### config.mk
export PLATFORM = sky130hd
export DESIGN_NAME = led_pattern_gen_flat
export DESIGN_NICKNAME = d
export VERILOG_FILES = /design/src/rtl/led_pattern_gen_if.sv /design/src/rtl/led_pattern_gen.sv /design/src/flat_wrapper.sv
export SDC_FILE = /design/constraint.sdc
export NUM_CORES = 1
export LEC_CHECK = 0
export BUFFER_PORTS_ARGS = -buffer_cell sky130_fd_sc_hd__buf_2
export CAP_MARGIN = 30
export CORE_ASPECT_RATIO = 1.2
export CORE_UTILIZATION = 57
export DETAILED_ROUTE_END_ITERATION = 10
export GPL_ROUTABILITY_DRIVEN = 0
export PLACE_DENSITY = 0.74
export SLEW_MARGIN = 20
export SYNTH_ARGS = -nofsm -noshare
export SYNTH_HDL_FRONTEND = slang
export SYNTH_SLANG_ARGS = --single-unit
export TNS_END_PERCENT = 50
### constraint.sdc
create_clock -name clk -period 5 [get_ports clk]
set_clock_uncertainty 0.2 [all_clocks]
set_input_delay 0.5 -clock clk [delete_from_list [all_inputs] [get_ports clk]]
set_output_delay 0.5 -clock clk [all_outputs]
set_load 0.02 [all_outputs]
### src/rtl/led_pattern_gen_if.sv
// Configuration port of the LED pattern generator.
//
// Handshake: a write transfers on a rising clk edge where cfg_valid and
// cfg_ready are both 1. cfg_ch/cfg_mode/cfg_period/cfg_duty only have to be
// stable on that edge; they are ignored at all other times. cfg_ready drops
// for one cycle after every transfer, so a held cfg_valid gets at most one
// transfer every two cycles. cfg_err is a one-cycle pulse, one cycle after a
// transfer that named a channel that does not exist.
interface led_pattern_gen_if #(
  parameter int CH_W     = 2,
  parameter int PERIOD_W = 16,
  parameter int PWM_W    = 8
);
  logic                cfg_valid;
  logic                cfg_ready;
  logic [CH_W-1:0]     cfg_ch;
  logic [1:0]          cfg_mode;
  logic [PERIOD_W-1:0] cfg_period;
  logic [PWM_W-1:0]    cfg_duty;
  logic                cfg_err;

  // Requester side (bench or register block).
  modport master (
    output cfg_valid, cfg_ch, cfg_mode, cfg_period, cfg_duty,
    input  cfg_ready, cfg_err
  );

  // Pattern generator side.
  modport slave (
    input  cfg_valid, cfg_ch, cfg_mode, cfg_period, cfg_duty,
    output cfg_ready, cfg_err
  );
endinterface

### src/rtl/led_pattern_gen.sv
// Multi-channel LED pattern generator.
// A shared prescaler produces a one-cycle tick every DIV clocks. Each channel
// is independently OFF, ON, BLINK (square wave, 2*max(period,1) ticks, high
// first) or PWM (frame of 2^PWM_W ticks, high while the frame count < duty).
// A config write reloads one channel and restarts its counters; a write that
// lands on a tick edge takes precedence over that tick for its channel.
module led_pattern_gen #(
  parameter int NUM_CH   = 4,
  parameter int DIV      = 1000,
  parameter int PERIOD_W = 16,
  parameter int PWM_W    = 8
) (
  input  logic              clk,
  input  logic              rst,
  led_pattern_gen_if.slave  cfg,
  output logic              tick,
  output logic [NUM_CH-1:0] led
);

  localparam int CH_W  = (NUM_CH > 1) ? $clog2(NUM_CH) : 1;
  localparam int PRE_W = (DIV > 1) ? $clog2(DIV) : 1;
  localparam logic [PRE_W-1:0] PRE_LAST = PRE_W'(DIV - 1);
  // Channel count widened by one bit so it is representable next to cfg_ch.
  localparam logic [CH_W:0] NUM_CH_X = (CH_W + 1)'(NUM_CH);

  typedef enum logic [1:0] {
    MODE_OFF   = 2'd0,
    MODE_ON    = 2'd1,
    MODE_BLINK = 2'd2,
    MODE_PWM   = 2'd3
  } mode_e;

  // Prescaler and handshake state
  logic [PRE_W-1:0]    r_pre_cnt;
  logic                r_tick;
  logic                r_ready;
  logic                r_err;

  // Per-channel state
  mode_e               r_mode      [NUM_CH];
  logic [PERIOD_W-1:0] r_period    [NUM_CH];
  logic [PERIOD_W-1:0] r_blink_cnt [NUM_CH];
  logic [PWM_W-1:0]    r_duty      [NUM_CH];
  logic [PWM_W-1:0]    r_pwm_cnt   [NUM_CH];
  logic [NUM_CH-1:0]   r_led;

  logic                w_accept;
  logic                w_ch_bad;
  logic [NUM_CH-1:0]   w_sel;
  logic [PERIOD_W-1:0] w_blink_last [NUM_CH];
  logic [PWM_W-1:0]    w_pwm_next   [NUM_CH];

  // Transfer decode, per-channel write select and next-count helpers.
  // A half-period of 0 behaves as 1, so its last count is 0 as well.
  always_comb begin
    w_accept = cfg.cfg_valid & r_ready;
    w_ch_bad = ({1'b0, cfg.cfg_ch} >= NUM_CH_X);
    for (int i = 0; i < NUM_CH; i++) begin
      w_sel[i]        = w_accept && (cfg.cfg_ch == CH_W'(i));
      w_blink_last[i] = (r_period[i] == '0) ? '0 : (r_period[i] - 1'b1);
      w_pwm_next[i]   = r_pwm_cnt[i] + 1'b1;
    end
  end

  // Free-running prescaler; tick is high the cycle after the count wraps.
  always_ff @(posedge clk or negedge rst) begin
    if (!rst) begin
      r_pre_cnt <= '0;
      r_tick    <= 1'b0;
    end else begin
      r_tick    <= (r_pre_cnt == PRE_LAST);
      r_pre_cnt <= (r_pre_cnt == PRE_LAST) ? '0 : (r_pre_cnt + 1'b1);
    end
  end

  // Ready rests high and blinks low for one cycle after each transfer;
  // err flags a transfer to a non-existent channel.
  always_ff @(posedge clk or negedge rst) begin
    if (!rst) begin
      r_ready <= 1'b0;
      r_err   <= 1'b0;
    end else begin
      r_ready <= ~w_accept;
      r_err   <= w_accept & w_ch_bad;
    end
  end

  // Channel engines: a write reloads the channel, otherwise a tick advances it.
  always_ff @(posedge clk or negedge rst) begin
    if (!rst) begin
      for (int i = 0; i < NUM_CH; i++) begin
        r_mode[i]      <= MODE_OFF;
        r_period[i]    <= '0;
        r_blink_cnt[i] <= '0;
        r_duty[i]      <= '0;
        r_pwm_cnt[i]   <= '0;
      end
      r_led <= '0;
    end else begin
      for (int i = 0; i < NUM_CH; i++) begin
        if (w_sel[i]) begin
          r_mode[i]      <= mode_e'(cfg.cfg_mode);
          r_period[i]    <= cfg.cfg_period;
          r_duty[i]      <= cfg.cfg_duty;
          r_blink_cnt[i] <= '0;
          r_pwm_cnt[i]   <= '0;
          case (mode_e'(cfg.cfg_mode))
            MODE_OFF:   r_led[i] <= 1'b0;
            MODE_ON:    r_led[i] <= 1'b1;
            MODE_BLINK: r_led[i] <= 1'b1;
            default:    r_led[i] <= (cfg.cfg_duty != '0);
          endcase
        end else if (r_tick) begin
          case (r_mode[i])
            MODE_OFF: r_led[i] <= 1'b0;
            MODE_ON:  r_led[i] <= 1'b1;
            MODE_BLINK: begin
              if (r_blink_cnt[i] == w_blink_last[i]) begin
                r_blink_cnt[i] <= '0;
                r_led[i]       <= ~r_led[i];
              end else begin
                r_blink_cnt[i] <= r_blink_cnt[i] + 1'b1;
              end
            end
            default: begin
              r_pwm_cnt[i] <= w_pwm_next[i];
              r_led[i]     <= (w_pwm_next[i] < r_duty[i]);
            end
          endcase
        end
      end
    end
  end

  assign tick          = r_tick;
  assign led           = r_led;
  assign cfg.cfg_ready = r_ready;
  assign cfg.cfg_err   = r_err;

endmodule
### src/flat_wrapper.sv
// flat-port wrapper written by rule: the top's interface ports become plain ports
module led_pattern_gen_flat 
#(
  parameter int NUM_CH   = 4,
  parameter int DIV      = 1000,
  parameter int PERIOD_W = 16,
  parameter int PWM_W    = 8
)
  (clk, rst, tick, led, cfg_cfg_valid, cfg_cfg_ch, cfg_cfg_mode, cfg_cfg_period, cfg_cfg_duty, cfg_cfg_ready, cfg_cfg_err);
  led_pattern_gen_if #(.PERIOD_W(PERIOD_W), .PWM_W(PWM_W)) cfg_i ();
  input  logic clk;
  input  logic rst;
  output logic tick;
  output logic [NUM_CH-1:0] led;
  input wire logic [$bits(cfg_i.cfg_valid)-1:0] cfg_cfg_valid;
  input wire logic [$bits(cfg_i.cfg_ch)-1:0] cfg_cfg_ch;
  input wire logic [$bits(cfg_i.cfg_mode)-1:0] cfg_cfg_mode;
  input wire logic [$bits(cfg_i.cfg_period)-1:0] cfg_cfg_period;
  input wire logic [$bits(cfg_i.cfg_duty)-1:0] cfg_cfg_duty;
  output wire logic [$bits(cfg_i.cfg_ready)-1:0] cfg_cfg_ready;
  output wire logic [$bits(cfg_i.cfg_err)-1:0] cfg_cfg_err;
  assign cfg_i.cfg_valid = cfg_cfg_valid;
  assign cfg_i.cfg_ch = cfg_cfg_ch;
  assign cfg_i.cfg_mode = cfg_cfg_mode;
  assign cfg_i.cfg_period = cfg_cfg_period;
  assign cfg_i.cfg_duty = cfg_cfg_duty;
  assign cfg_cfg_ready = cfg_i.cfg_ready;
  assign cfg_cfg_err = cfg_i.cfg_err;
  led_pattern_gen #(.NUM_CH(NUM_CH), .DIV(DIV), .PERIOD_W(PERIOD_W), .PWM_W(PWM_W)) u_core (.clk(clk), .rst(rst), .cfg(cfg_i), .tick(tick), .led(led));
endmodule
# Word level (Yosys, flattened, before mapping)
# Index checks and enable logic that the tools add are counted.
# classes
addsub	13
magnitude_cmp	4
eq_ne	26
n_mux	50
bitwise_logic	6
n_reduce_logical	40
# op_table
cell	count
$mux W16	20
$mux W8	12
$add A16 B1 Y16 const B	4
$eq A16 B16 Y1	4
$logic_not A16 Y1	4
$sub A16 B1 Y16 const B	4
$add A8 B1 Y8 const B	4
$lt A8 B8 Y1	4
$reduce_and A2 Y1	12
$reduce_bool A2 Y1	8
$eq A2 B2 Y1 const B	7
$eq A2 B1 Y1 const B	6
$logic_not A2 Y1	6
$mux W1	12
$ne A3 B1 Y1 const B	4
$pmux W1 S3	4
$reduce_or A3 Y1	4
$add A10 B1 Y10 const B	1
$eq A10 B10 Y1 const B	1
$mux W10	1
$ne A2 B1 Y1 const B	4
$reduce_bool A8 Y1	1
$not A1 Y1	5
$logic_and A1 B1 Y1	4
3 further kinds	3
# totals
register_bits	216
inputBits	31
output_inout_bits	7

# Longest topological paths before layout
# Gate-level depths: netlist (run 1).
# depth
depth_word	7
depth_mapped	14

# Worst setup path before layout (run 1)
# Ideal clock, no wire load.
# synth_timing
path_type	register to register
startpoint	reg u_core.r_period[2] (netlist name)
endpoint	reg u_core.r_blink_cnt[15] (netlist name)
setup_time_ns	0.124
arrival_ns	3.185
required_ns	4.676
setup_slack_ns	1.491
path_stages_with_launch	13
path_buffers	3
period_less_slack_ns	3.509
cell_sequence	dfrtp_1 > buf_2 > or4_4 > or4_1 > buf_2 > o21a_1 > a211o_1 > a2111oi_4 > nand4_4 > nand2_4 > buf_6 > nor2_1 > a211o_1
# synth_via
elab_chain_cells	7
word_cells_on_any_way	8
cone_classes	add/sub: 1; eq/ne: 1; mux: 5; reduce/logical: 1
# synth_lines
item	line_no	text
start: declaration	led_pattern_gen.sv:41	logic [PERIOD_W-1:0] r_period [NUM_CH];
start signal: indexed assignment	led_pattern_gen.sv:103	r_period[i] <= cfg.cfg_period;
$sub A16 B1 Y16 or $logic_not A16 Y1 (tied branches)	led_pattern_gen.sv:60	w_blink_last[i] = (r_period[i] == '0) ? '0 : (r_period[i] - 1'b1);
$mux W16 *	led_pattern_gen.sv:60	
$eq A16 B16 Y1 *	led_pattern_gen.sv:118	if (r_blink_cnt[i] == w_blink_last[i]) begin
$mux W16 *	led_pattern_gen.sv:118	
$mux W16 *	led_pattern_gen.sv:114	case (r_mode[i])
$mux W16 *	led_pattern_gen.sv:113	end else if (r_tick) begin
$mux W16 *	led_pattern_gen.sv:101	if (w_sel[i]) begin
end signal: indexed assignment	led_pattern_gen.sv:122	r_blink_cnt[i] <= r_blink_cnt[i] + 1'b1;
end: declaration	led_pattern_gen.sv:42	logic [PERIOD_W-1:0] r_blink_cnt [NUM_CH];
# Every way passes the cells marked *; elsewhere a longest branch is shown, timed or not. The select of a mux whose other input is x is not followed.
# A chain may end at the register's enable or synchronous reset.

# Final worst setup path (run 1)
# layout_timing
startpoint	reg u_core.r_period[32] (netlist name)
endpoint	reg u_core.r_blink_cnt[40] (netlist name)
# Same word-level chain as after synthesis.

==> results of run 1 <==
[layout by cell type (no fill, tap or decap), types with 21 or more instances in the layout]
| cell type | synthesis | routed |
|---|---|---|
| nand4_1 | 29 | 29 |
| o21ai_0 | 105 | 105 |
| nand3_1 | 82 | 82 |
| ha_1 | 42 | 42 |
| buf_2 | 10 | 35 |
| a21oi_1 | 60 | 60 |
| and3_1 | 45 | 45 |
| clkbuf_16 | 0 | 25 |
| mux2_2 | 35 | 35 |
| inv_1 | 60 | 60 |
| dfrtp_1 | 216 | 216 |
| xor2_1 | 55 | 55 |
| a31oi_1 | 28 | 28 |
| nor2b_1 | 21 | 21 |
| nor2_1 | 101 | 101 |
| nor3_1 | 38 | 36 |
| xnor2_1 | 46 | 46 |
| nand2b_1 | 31 | 31 |
| nand2_1 | 219 | 219 |
[power groups by stage]
stage	logic (mW)	registers, mW	clock network (mW)
floorplan	0.814	2.12	0
global placement	0.995	2.21	0
detailed placement	1.02	2.22	0
CTS	1.03	2.19	1.82
global route	1.16	2.23	1.90
finish	1.03	2.20	1.79
[worst max path at each step]
stage,start,to,slack (ns),cells past startpoint
2_1_floorplan,u_core.r_period[2],u_core.r_blink_cnt[15],1.49,12
3_3_place_gp,u_core.r_period[34],u_core.r_blink_cnt[44],0.96,9
3_5_place_dp,u_core.r_period[32],u_core.r_blink_cnt[44],0.80,9
4_1_cts,u_core.r_period[32],u_core.r_blink_cnt[40],0.78,9
5_1_grt,u_core.r_period[34],u_core.r_blink_cnt[43],0.49,9
6_report,u_core.r_period[32],u_core.r_blink_cnt[40],0.72,9
[registers in the layout, summed over array words and instances (netlist names)]
signal                cells
u_core.cfg.cfg_ready      1
u_core.led                4
u_core.r_blink_cnt       64
u_core.r_duty            32
u_core.r_mode             8
u_core.r_period          64
u_core.r_pre_cnt         10
u_core.r_pwm_cnt         32
u_core.tick               1
[logic make-up after synthesis]
family                   share of synthesized area [%]
AND/OR/NAND/NOR                                   25.9
XOR/XNOR                                          6.69
flip-flops                                        39.9
other                                           0.0277
buffers and inverters                             4.19
AO/OA/AOI/OAI                                     15.2
adder cells (fa/ha/maj)                           3.87
multiplexers                                      4.23
[area by class of cell]
| class | instances | share of cell area [%] |
|---|---|---|
| clock buffers | 40 | 5.16 |
| clock inverters | 4 | 0.305 |
| inverters | 60 | 1.53 |
| multi-input cells | 1208 | 51.5 |
| flip-flops and latches | 216 | 36.6 |
| well taps | 315 | 2.67 |
| repair buffers | 51 | 2.18 |
[metal layers]
layer	GRT usage (%)	routed length [um]
met1	35.9	14200
met2	46.7	15700
met3	3.69	1730
met4	8.09	721
met5	0	0
[worst max-delay path, delay by kind of cell, from the launching register on]
family,cells,cell delay [ns]
simple gates,6,2.97
flops,1,0.43
mux,2,0.33
compound gates,1,0.19
[per-stage QoR]
stage | setup slack, ns | cell area (sq um) | hold WS [ns] | instances | utilization [%]
floorplan | 1.49 | 13600 | 0.00441 | 1564 | -
global placement | 0.965 | 13900 | 0.247 | 1847 | 59.8
detailed placement | 0.804 | 13900 | 0.257 | 1849 | 59.9
CTS | 0.778 | 14800 | 0.0407 | 1894 | 63.4
global route | 0.488 | 14800 | 0.0552 | 1894 | 63.4
finish | 0.721 | 14800 | 0.0579 | 1894 | 63.4
==> flow_summary_export.csv, run 1 <==
group,metric,value,unit
run_status,outcome,"complete, no violations",
sta,setup_violations,0,
sta,max_slew_margin,38.1,%
detailed_routing,firstDrtPassIters,7,
worst_hold_path,hold_start,"cfg_cfg_period[8]",
detailed_routing,detail-route-antenna-nets,0,
sta,slew_violations,0,
synthesis,syn-cell-area,0.0136,sq mm
synthesis,avgSynthCellArea,8.67,sq um
pwr,vdd_drop_max,0.269,mV
sta,max_freq,234,MHz
clock_network,worst_setup_hold_path_clk_slew,0.06,ns
floorplan,die_height,171,um
finish,multiInputGateArea,0.00760,sq mm
floorplan,fp-row-count,61,
clock_network,cts_tree,"done",
detailed_routing,dr_total_vias,11400,
pwr,p_switching,1.55,mW
pwr,sequentialPowerShare,43.7,%
worst_hold_path,worst_hold_path_type,"in2reg",
global_routing,antenna_found_initial,0,
synthesis,synth_area_leader_cell,"dfrtp_1",
clock_network,cts_max_level,1,
global_routing,largest_net_degree_at_the_start_of_global_routing,124,
synthesis,netlist_top_cells_count,"nand2_1 (219), dfrtp_1 (216), o21ai_0 (105), nor2_1 (101), nand3_1 (82)",
floorplan,die_span_in_x,143,um
pwr,p_int,3.48,mW
sta,layout_min_cycle_time,4.28,ns
global_routing,groute.usage.overall,27.3,%
clock_network,cts_root_buffer,"clkbuf_16",
pwr,total_power_density_per_cell_area,340,mW/mm^2
sta,rsz0062_at_grt,"false",
detailed_routing,route.final.wire_length,32300,um
clock_network,tritoncts.num_buffers,24,
placement,numPortBuffers,36,
detailed_routing,detail_route.drc_violations,0,
global_routing,global_route.overflow_total,0,
detailed_routing,drt-initial-drc-count,591,
clock_network,cts.repair_timing.setup_buffer_count,0,
worst_setup_path,worstPathCellList,"nor4_1 > nand2_1 > nor3_1 > mux2i_1 > mux2i_1 > or4_1 > or4b_1 > nand2_1 > o311ai_0",
worst_setup_path,critPathArrivalTime,4.44,ns
synthesis,postSynthCellCount,1564,
clock_network,post_cts_resized,0,
finish,drive_above_1_share,9.75,%
global_routing,grt_pass1_wl,53700,um
sta,period_share,85.6,%
worst_setup_path,worstSetupEndpointType,"register",
worst_setup_path,cp-start-kind,"register",
run,cap_viol_max_count,0,
synthesis,postSynth.topFlopCell,"dfrtp_1",
worst_hold_path,whs_endpoint,"u_core.r_period[8]",
synthesis,synth_cell_types,81,
floorplan,floorplan.core_area,0.0233,sq mm
clock_network,cts.sinks,216,
synthesis,seq_area_frac_synth,39.9,%
synthesis,synth_most_common_cell,"nand2_1",
synthesis,synth.top_cell.area_share,39.9,%
clock_network,cts_hold_buffers,1,
pwr,power.share.switching,30.8,%
worst_hold_path,hold_path_depth,3,
worst_setup_path,rr_worst_depth,9,
worst_setup_path,worst_ep_required_time,5.16,ns
detailed_routing,via_per_inst,6.01,
detailed_routing,avgRoutedWirePerCell,17.1,um
synthesis,syn_nets,1637,
finish,syn_to_final_growth,8.81,%
placement,detailed_place_hpwl,22500,um
worst_setup_path,critical-path-max-stage-delay,0.93,ns
worst_setup_path,worstReg2RegStart,"u_core.r_period[32]",
pwr,clockPowerShare,35.7,%
finish,sequential_cell_area,0.00541,sq mm
pwr,power.combinational.fraction,20.5,%
synthesis,postSynthRegisterBits,216,
worst_setup_path,timing.critical_path.slowest_stage_cell,"or4b_1",
clock_network,cts_max_path_buffers,3,
finish,nets,1634,
floorplan,io_pins,38,
synthesis,async_set_or_reset_flop_fraction_in_the_synthesized_netlist,100,%
worst_setup_path,setup_slack_of_the_worst_register_to_register_path,0.72,ns
floorplan,floorplan.die_area,0.0244,sq mm
synthesis,synth_edf_count,0,
clock_network,clk-insertion-delay-late,0.52,ns
worst_setup_path,critical_path.max_fanout,26,
sta,fin_tns_setup,0,ns
sta,worst_slew_pin_slew,0.928,ns
pwr,totalPowerFinal,5.02,mW
global_routing,first_global_vias,10900,
finish,antenna_cells_inserted,0,
worst_setup_path,regToRegEndpoint,"u_core.r_blink_cnt[40]",
floorplan,start_util,58.3,%
synthesis,synth.area.top_cells,"dfrtp_1 (40%), nand2_1 (6.1%), ha_1 (3.9%), o21ai_0 (3.9%), xor2_1 (3.6%)",
pwr,total_leakage_power,6.51,nW
synthesis,number_of_warning_messages_in_the_yosys_log,0,
finish,fillers,1971,
sta,hold_viol_final,0,
worst_setup_path,criticalPathCategory,"reg2reg",
No activity file was read; power rests on OpenSTA's default activity.
==> run 2: changes to the inputs <==
Settings changed: RECOVER_POWER set to 50.
==> flow_summary_export.csv, run 2 (synthesis gave the netlist of run 1 again) <==
group,metric,value,unit
sta,setup_violations,0,
finish,final_common_cell,"nand2_1",
pwr,power.combinational.fraction,20.5,%
sta,period_share,85.6,%
pwr,sequentialPowerShare,43.8,%
sta,worst_slew_pin_slew,3.13,ns
detailed_routing,detail_route.drc_violations,0,
clock_network,cts.sinks,216,
placement,place_worst_setup_slack,0.804,ns
floorplan,io_pins,38,
pwr,clockPowerShare,35.7,%
global_routing,first_global_vias,10900,
detailed_routing,route.final.wire_length,32300,um
finish,antenna_cells_inserted,0,
sta,max_freq,234,MHz
global_routing,groute.usage.overall,27.3,%
pwr,total_leakage_power,6.49,nW
pwr,power.share.switching,30.7,%
sta,max_slew_margin,-108,%
detailed_routing,dr_total_vias,11400,
sta,layout_min_cycle_time,4.28,ns
pwr,p_int,3.48,mW
global_routing,global_route.overflow_total,0,
clock_network,cts_root_buffer,"clkbuf_16",
finish,finish.instance_area,0.0147,sq mm
worst_setup_path,timing.critical_path.slowest_stage_cell,"or4b_1",
pwr,totalPowerFinal,5.02,mW
global_routing,antenna_found_initial,0,
clock_network,cts_max_level,1,
worst_hold_path,worst_hold_path_type,"in2reg",
sta,post-route-worst-setup-slack,0.720,ns
worst_setup_path,critPathArrivalTime,4.44,ns
worst_setup_path,worstSetupEndpointType,"register",
pwr,vdd_drop_max,0.270,mV
worst_setup_path,critical-path-max-stage-delay,0.93,ns
detailed_routing,firstDrtPassIters,6,
placement,detailed_place_hpwl,22500,um
floorplan,die_height,171,um
detailed_routing,avgRoutedWirePerCell,17.1,um
sta,rsz0062_at_grt,"false",
placement,numPortBuffers,36,
finish,mostFrequentLayoutCells,"nand2_1 (219), dfrtp_1 (216), o21ai_0 (105)",
placement,placed_cell_area,0.0139,sq mm
pwr,total_power_density_per_cell_area,341,mW/mm^2
floorplan,floorplan.core_area,0.0233,sq mm
clock_network,cts.repair_timing.setup_buffer_count,0,
floorplan,floorplan.die_area,0.0244,sq mm
placement,number_of_placed_instances_with_taps_included,1849,
finish,drive_above_1_share,9.25,%
worst_setup_path,cp-start-kind,"register",
clock_network,worst_setup_hold_path_clk_slew,0.06,ns
run_status,violations,"capacitance limit, slew limit",
sta,hold_viol_final,0,
global_routing,largest_net_degree_at_the_start_of_global_routing,124,
finish,finalNonFillerCells,1894,
detailed_routing,detail-route-antenna-nets,0,
clock_network,clk-insertion-delay-late,0.52,ns
finish,largest_registers,"u_core.r_blink_cnt (64), u_core.r_period (64)",
worst_setup_path,worst_ep_required_time,5.16,ns
sta,slew_violations,220,
finish,syn_to_final_growth,8.60,%
floorplan,start_util,58.3,%
sta,worst_hold_slack,0.0564,ns
worst_setup_path,critical_path.max_fanout,26,
detailed_routing,drt-initial-drc-count,589,
finish,nets,1634,
pwr,p_switching,1.54,mW
run,cap_viol_max_count,3,
global_routing,grt_pass1_wl,53700,um
floorplan,fp-row-count,61,
detailed_routing,via_per_inst,6.03,
floorplan,die_span_in_x,143,um
worst_setup_path,criticalPathCategory,"reg2reg",
run_status,outcome,"finished with violations",
clock_network,tritoncts.num_buffers,24,
worst_setup_path,worstPathCellList,"nor4_1 > nand2_1 > nor3_1 > mux2i_1 > mux2i_1 > or4_1 > or4b_1 > nand2_1 > o311ai_0",
finish,finish.utilization,63.3,%
clock_network,cts_tree,"done",
sta,fin_tns_setup,0,ns
clock_network,cts_max_path_buffers,3,
-- run 2: power groups by stage --
stage | Sequential (mW) | Clock [mW] | Combinational (mW)
floorplan | 2.12 | 0 | 0.814
global placement | 2.21 | 0 | 0.995
detailed placement | 2.22 | 0 | 1.02
CTS | 2.19 | 1.82 | 1.03
global route | 2.23 | 1.90 | 1.15
finish | 2.20 | 1.79 | 1.03
-- run 2: timing repair --
action                                 CTS  global route
hold buffers                             1             0
resized for setup                        0             0
endpoints found under the hold margin  122             0
-- run 2: path summary, 6_finish.rpt --
check / startpoint / endpoint / slack [ns] / depth (start not counted)
hold reg to reg: u_core.r_pre_cnt[0] / u_core.r_pre_cnt[0] / 0.26 / 1
setup reg to reg: u_core.r_period[32] / u_core.r_blink_cnt[40] / 0.72 / 9
hold / removal: cfg_cfg_period[8] / u_core.r_period[8] / 0.06 / 3
max in group asynchronous: rst / u_core.r_pwm_cnt[4] / 1.43 / 2
setup / recovery: u_core.r_period[32] / u_core.r_blink_cnt[40] / 0.72 / 9
min in group asynchronous: rst / u_core.r_blink_cnt[24] / 1.36 / 2
-- run 2: worst max-delay path, delay by kind of cell (launching register included) --
family,cells,cell delay (ns)
muxes,2,0.33
and+or+nand+nor,6,2.98
AOI/OAI and AO/OA,1,0.19
DFF,1,0.43
-- run 2: area by class of cell --
class,instances,area (sq um)
clock buffer,40,762
sequential,216,5410
multi-input combinational,1208,7600
timing repair buffer,51,298
tap,315,394
inverter,60,225
fill,1981,8550
clock inverter,4,45.0
-- run 2: metal layers --
| layer | routed length (um) | share of wire [%] | track usage, % |
|---|---|---|---|
| met2 | 15700 | 49 | 46.7 |
| met4 | 754 | 2.3 | 8.09 |
| met3 | 1770 | 5.5 | 3.69 |
| met5 | 0 | 0 | 0 |
| met1 | 14100 | 44 | 35.9 |
